$ cat src/rtl/spi_frame_send.sv
// SPI slave-side transmitter feeding the PS SPI0 controller inputs.
// Words enter through a valid/ready FIFO as {last, data}. The block drives
// SS, SCLK and MISO so that a frame of back-to-back words appears as one
// SS-low window with a periodic SCLK. If the FIFO runs dry mid-frame, SS stays
// low and SCLK parks at its idle level until the next word arrives.
module spi_frame_send #(
    parameter int unsigned P_WORD_WIDTH = 8,
    parameter int unsigned P_FIFO_DEPTH = 16,
    parameter int unsigned P_CLK_DIV    = 1,
    parameter bit          P_CPOL       = 1'b0,
    parameter bit          P_CPHA       = 1'b0,
    parameter bit          P_MSB_FIRST  = 1'b1,
    parameter int unsigned P_SS_GAP     = 2,
    localparam int unsigned LVL_W       = $clog2(P_FIFO_DEPTH + 1)
) (
    input  logic                    clk,
    input  logic                    rst_n,
    input  logic                    s_valid,
    output logic                    s_ready,
    input  logic [P_WORD_WIDTH-1:0] s_data,
    input  logic                    s_last,
    output logic                    busy,
    output logic [LVL_W-1:0]        fifo_level,
    output logic                    underrun,
    output logic                    SPI0_MISO_I,
    output logic                    SPI0_SCLK_I,
    output logic                    SPI0_SS_I
);

    localparam int unsigned PTR_W  = (P_FIFO_DEPTH > 1) ? $clog2(P_FIFO_DEPTH) : 1;
    localparam int unsigned EDGE_W = $clog2(2 * P_WORD_WIDTH);
    localparam int unsigned GAP_W  = (P_SS_GAP > 1) ? $clog2(P_SS_GAP) : 1;

    localparam logic [7:0]        DIV_MAX   = 8'(P_CLK_DIV - 1);
    localparam logic [EDGE_W-1:0] EDGE_LAST = EDGE_W'(2 * P_WORD_WIDTH - 1);
    localparam logic [GAP_W-1:0]  GAP_MAX   = GAP_W'(P_SS_GAP - 1);
    localparam logic [LVL_W-1:0]  LVL_FULL  = LVL_W'(P_FIFO_DEPTH);

    typedef enum logic [2:0] {
        StIdle,
        StLead,
        StShift,
        StStall,
        StTail,
        StGap
    } state_e;

    // ------------------------------------------------------------------
    // FIFO
    // ------------------------------------------------------------------
    logic [P_WORD_WIDTH:0]   mem_q [P_FIFO_DEPTH];
    logic [PTR_W-1:0]        wr_ptr_q, rd_ptr_q;
    logic [LVL_W-1:0]        level_q, level_d;
    logic                    ready_q;
    logic                    push, pop, fifo_empty;
    logic [P_WORD_WIDTH-1:0] head_data;
    logic                    head_last;

    // Ready reflects the level before any pop, so a full FIFO never takes a
    // word even in the cycle it pops one.
    assign push       = s_valid & ready_q;
    assign fifo_empty = (level_q == '0);
    assign {head_last, head_data} = mem_q[rd_ptr_q];
    assign level_d    = level_q + LVL_W'(push) - LVL_W'(pop);

    // Storage array, written on an accepted handshake.
    always_ff @(posedge clk) begin
        if (push) begin
            mem_q[wr_ptr_q] <= {s_last, s_data};
        end
    end

    // Pointers, level and registered ready; depth is a power of two so the
    // pointers wrap naturally.
    always_ff @(posedge clk or negedge rst_n) begin
        if (!rst_n) begin
            wr_ptr_q <= '0;
            rd_ptr_q <= '0;
            level_q  <= '0;
            ready_q  <= 1'b0;
        end else begin
            if (push) wr_ptr_q <= wr_ptr_q + 1'b1;
            if (pop)  rd_ptr_q <= rd_ptr_q + 1'b1;
            level_q <= level_d;
            ready_q <= (level_d != LVL_FULL);
        end
    end

    // ------------------------------------------------------------------
    // Serialiser
    // ------------------------------------------------------------------
    state_e                  state_q, state_d;
    logic [7:0]              div_q, div_d;
    logic [EDGE_W-1:0]       edge_q, edge_d;
    logic [GAP_W-1:0]        gap_q, gap_d;
    logic [P_WORD_WIDTH-1:0] shreg_q, shreg_d;
    logic                    last_q, last_d;
    logic                    sclk_q, sclk_d;
    logic                    ss_q, ss_d;
    logic                    miso_q, miso_d;
    logic                    underrun_q, underrun_d;
    logic                    load;

    function automatic logic first_bit(input logic [P_WORD_WIDTH-1:0] w);
        return P_MSB_FIRST ? w[P_WORD_WIDTH-1] : w[0];
    endfunction

    function automatic logic [P_WORD_WIDTH-1:0] advance(input logic [P_WORD_WIDTH-1:0] w);
        return P_MSB_FIRST ? {w[P_WORD_WIDTH-2:0], 1'b0} : {1'b0, w[P_WORD_WIDTH-1:1]};
    endfunction

    // State and output registers; everything seen by the PS is registered.
    always_ff @(posedge clk or negedge rst_n) begin
        if (!rst_n) begin
            state_q    <= StIdle;
            div_q      <= '0;
            edge_q     <= '0;
            gap_q      <= '0;
            shreg_q    <= '0;
            last_q     <= 1'b0;
            sclk_q     <= P_CPOL;
            ss_q       <= 1'b1;
            miso_q     <= 1'b0;
            underrun_q <= 1'b0;
        end else begin
            state_q    <= state_d;
            div_q      <= div_d;
            edge_q     <= edge_d;
            gap_q      <= gap_d;
            shreg_q    <= shreg_d;
            last_q     <= last_d;
            sclk_q     <= sclk_d;
            ss_q       <= ss_d;
            miso_q     <= miso_d;
            underrun_q <= underrun_d;
        end
    end

    // Next-state logic: edge k of a word is leading when k is even.
    always_comb begin
        state_d    = state_q;
        div_d      = div_q;
        edge_d     = edge_q;
        gap_d      = gap_q;
        shreg_d    = shreg_q;
        last_d     = last_q;
        sclk_d     = sclk_q;
        ss_d       = ss_q;
        miso_d     = miso_q;
        underrun_d = 1'b0;
        load       = 1'b0;

        case (state_q)
            StIdle, StStall: begin
                if (!fifo_empty) begin
                    load    = 1'b1;
                    ss_d    = 1'b0;
                    div_d   = '0;
                    state_d = StLead;
                end
            end
            StLead, StShift: begin
                if (div_q == DIV_MAX) begin
                    div_d   = '0;
                    sclk_d  = ~sclk_q;
                    state_d = StShift;
                    if (edge_q == EDGE_LAST) begin
                        edge_d = '0;
                        if (last_q) begin
                            state_d = StTail;
                        end else if (!fifo_empty) begin
                            // Next word continues on the same SCLK cadence.
                            load = 1'b1;
                        end else begin
                            underrun_d = 1'b1;
                            state_d    = StStall;
                        end
                    end else begin
                        edge_d = edge_q + 1'b1;
                        // CPHA=0 drives on trailing edges, CPHA=1 on leading.
                        if (P_CPHA ? ~edge_q[0] : edge_q[0]) begin
                            miso_d  = first_bit(shreg_q);
                            shreg_d = advance(shreg_q);
                        end
                    end
                end else begin
                    div_d = div_q + 1'b1;
                end
            end
            StTail: begin
                if (div_q == DIV_MAX) begin
                    ss_d    = 1'b1;
                    miso_d  = 1'b0;
                    div_d   = '0;
                    gap_d   = '0;
                    state_d = StGap;
                end else begin
                    div_d = div_q + 1'b1;
                end
            end
            StGap: begin
                if (gap_q == GAP_MAX) begin
                    state_d = StIdle;
                end else begin
                    gap_d = gap_q + 1'b1;
                end
            end
            default: state_d = StIdle;
        endcase

        // Word load: CPHA=0 presents the first bit immediately.
        if (load) begin
            last_d = head_last;
            edge_d = '0;
            if (P_CPHA) begin
                shreg_d = head_data;
            end else begin
                miso_d  = first_bit(head_data);
                shreg_d = advance(head_data);
            end
        end
    end

    assign pop         = load;
    assign s_ready     = ready_q;
    assign fifo_level  = level_q;
    assign underrun    = underrun_q;
    assign busy        = ~ss_q | ~fifo_empty | (state_q == StGap);
    assign SPI0_MISO_I = miso_q;
    assign SPI0_SCLK_I = sclk_q;
    assign SPI0_SS_I   = ss_q;

endmodule
$ cat config.mk
export PLATFORM = sky130hd
export DESIGN_NAME = spi_frame_send
export DESIGN_NICKNAME = d
export VERILOG_FILES = /design/src/rtl/spi_frame_send.sv
export SDC_FILE = /design/constraint.sdc
export NUM_CORES = 1
export LEC_CHECK = 0
export BUFFER_PORTS_ARGS = -buffer_cell sky130_fd_sc_hd__buf_2
export CAP_MARGIN = 25
export CORE_ASPECT_RATIO = 0.7
export CORE_MARGIN = 2
export CORE_UTILIZATION = 30
export CTS_CLUSTER_DIAMETER = 120
export DETAILED_ROUTE_END_ITERATION = 12
export GPL_TIMING_DRIVEN = 0
export SLEW_MARGIN = 5
export SYNTH_ARGS = -nofsm -noshare
export SYNTH_HDL_FRONTEND = slang
export SYNTH_SLANG_ARGS = --single-unit
$ cat constraint.sdc
create_clock -name clk -period 4.7 [get_ports clk]
set_clock_uncertainty 0.05 [all_clocks]
set_input_delay 0.94 -clock clk [delete_from_list [all_inputs] [get_ports clk]]
set_output_delay 0.94 -clock clk [all_outputs]
set_load 0.01 [all_outputs]
==> impl_metrics.toml <==
[outcome]
status = "finished, final reports clean"

[global_routing]
antenna_found_initial = 0
grt_use_met1_pct = 17.1
met2_usage_pct = 19.4
grt_pass1_wl_um = 25300
grtUsageTotal_pct = 12.6
top_usage_layer = "met2"
grt_pass1_vias = 4361
grt_max_degree = 43
grt.met3_usage_pct = 4.30
overflow = 0

[layout]
layout-drive-gt1-share_pct = 24.2
layout_common_cells = "144 x edfxtp_1, 41 x dfrtp_1, 39 x mux4_2"
insertedDiodeCount = 0
final_area_mm2 = 0.00892
mostFrequentLayoutCell = "edfxtp_1"
nets = 515
area_delta_synth_final_pct = 14.5

[min_path]
worstHoldPathType = "input pin to asynchronous set/reset pin"

[routing]
wl_per_cell_um = 19.4
drt_iter0_drc = 354
vias_per_cell = 4.93
wirelength_um = 16100
drtAntennaViolNets = 0
drcViolationCount = 0
drtPass1Iterations = 5
vias = 4105

[clocking]
cts.clk_slew.worst_paths_ns = 0.07
cts.repair.resized = 0
clk-insertion-delay-late_ns = 0.43
hold_buffers = 0
cts_sinks = 186
root_buffer = "clkbuf_16"
cts_made_buffers = 17
cts_setup_buffers = 0
htree_num_levels = 4
cts_tree = "done"
clock_path_buffers = 2

[place]
gp_congestion = 0.791
dpl_cell_area_mm2 = 0.00832
dp_hpwl_um = 10900
port_buffers = 22

[die]
start_util_pct = 30.5
num_rows = 49
coreArea_mm2 = 0.0256
io_pins = 23
die_h_um = 139
dieArea_mm2 = 0.0273
die_w_um = 197

[synth]
syn_avg_cell_area_um2 = 17.5
async_flop_share_pct = 22.6
synth_ff_type = "edfxtp_1"
netlist_area_mm2 = 0.00779
ys_ff_latch = 186
syn-instance-count = 446
synth-seq-area-share_pct = 69.1
synth_cell_types = 56
synth_edf_count = 144
synth_nets = 473
yosysWarnings = 0

[sta]
hold_violations = 0
setup_violations = 0
tns_ns = 0
rsz0062_at_grt = "false"
tightest_slew_ns = 0.882
slew_viol_final = 0
fin_crit_sh_pct = 82.9
min_period_ns = 3.90
relSlewSlack_pct = 40.7
fmax_ghz = 0.257

[job]
cap_violations = 0

[critical_path]
cp_max_fo = 10
startpoint_type = "flip-flop"
critPathRequiredTime_ns = 4.96
cp.arrival_ns = 4.16
worstSetupEndpointType = "flip-flop"
crit_type = "flip-flop to flip-flop"

[power_and_ir_drop]
total_leakage_power_nw = 3.09
pwr_density_cell_mw_per_mm2 = 626
ir_drop_mv = 0.320
[cells in the mapped netlist, types with 4 or more instances]
library cell  number  area share [%]
a21oi_1            9            0.58
a22oi_1           10            0.96
and2_1            15             1.2
and3_1             7            0.56
buf_2              6            0.39
clkbuf_1           9            0.43
dfrtp_1           41              13
edfxtp_1         144              56
ha_1              14             2.2
inv_1             11            0.53
mux2_2             4            0.58
mux2i_1            4            0.51
mux4_2            39              11
nand2_1           18            0.87
nand2b_1           4            0.32
nand3_1            8            0.51
nor2_1            18            0.87
nor2b_1            4            0.32
nor3_1             5            0.32
o21ai_0            9            0.58
o221a_2            6            0.87
xnor2_1            8            0.90
xor2_1            11             1.2
[logic make-up after synthesis]
group | after synthesis | share of synthesized area [%]
AO/OA/AOI/OAI | 56 | 5.53
XOR/XNOR | 19 | 2.14
adder cells (fa/ha/maj) | 15 | 2.51
buffers and inverters | 29 | 1.80
flip-flops | 186 | 69.1
multiplexers | 47 | 12.4
AND/OR/NAND/NOR | 94 | 6.60
[final timing paths]
check	start	endpoint	slack, ns	cells past startpoint
worst max-delay path	div_q[0]	s_ready	0.80	17
worst min-delay path	rst_n	gap_q	0.27	1
worst max register to register	div_q[0]	s_ready	0.80	17
worst min register to register	SPI0_SCLK_I	SPI0_SCLK_I	0.41	1
max in group asynchronous	rst_n	SPI0_SS_I	3.84	2
min in group clk	SPI0_SCLK_I	SPI0_SCLK_I	0.41	1
[flip-flops by register name, indices dropped and copies added (netlist names)]
| register | flops |
|---|---|
| underrun | 1 |
| fifo_level | 5 |
| gap_q | 1 |
| rd_ptr_q | 4 |
| s_ready | 1 |
| div_q | 8 |
| wr_ptr_q | 4 |
| last_q | 1 |
| state_q | 3 |
| mem_q | 144 |
| shreg_q | 7 |
| edge_q | 4 |
| SPI0_MISO_I | 1 |
| SPI0_SCLK_I | 1 |
| SPI0_SS_I | 1 |
[final cells by class]
class                      count  area (µm²)
clock buffer                  17         425
sequential                   186        5380
inverter                      11        41.3
fill                        2382       16600
timing repair buffer          23         130
multi-input combinational    231        2280
buffer                        18        98.8
tap                          331         414
clock inverter                15         156
[through the flow]
step	util, %	worst slack (ns)	std cells	power [W]	hold slack [ns]
3_3_place_gp	32.5	0.812	799	0.00413	0.423
2_1_floorplan	-	1.20	446	0.00366	0.432
4_1_cts	34.8	0.783	831	0.00563	0.420
5_1_grt	34.9	0.531	832	0.00590	0.261
3_5_place_dp	32.5	0.798	799	0.00422	0.411
6_report	34.9	0.802	832	0.00558	0.270
[worst max-delay path, cell delays in order (launching register included)]
cell       delay [ns]
dfrtp_1          0.43
inv_1            0.08
ha_1             0.15
or3b_2           0.50
or2_0            0.21
buf_2            0.17
a2111oi_4        0.46
buf_6            0.22
buf_12           0.14
ha_1             0.11
inv_1            0.04
ha_1             0.20
fa_1             0.41
a21oi_1          0.19
nor2_1           0.05
nor2_1           0.11
xnor2_1          0.15
nand3b_1         0.10
[per-layer routing]
layer  vias to the layer above  routed length (µm)
met3                        19                1110
li1                       1848                   -
met2                        93                7510
met4                         0                 197
met1                      2145                7330
met5                         -                   0
[report_power, final]
group          internal, W  leakage, nW  switching, W
sequential         0.00204         1.82      0.000142
clock             0.000752        0.283      0.000662
combinational     0.000918        0.988       0.00106
Note: power is estimated with default switching activity, not from simulation.
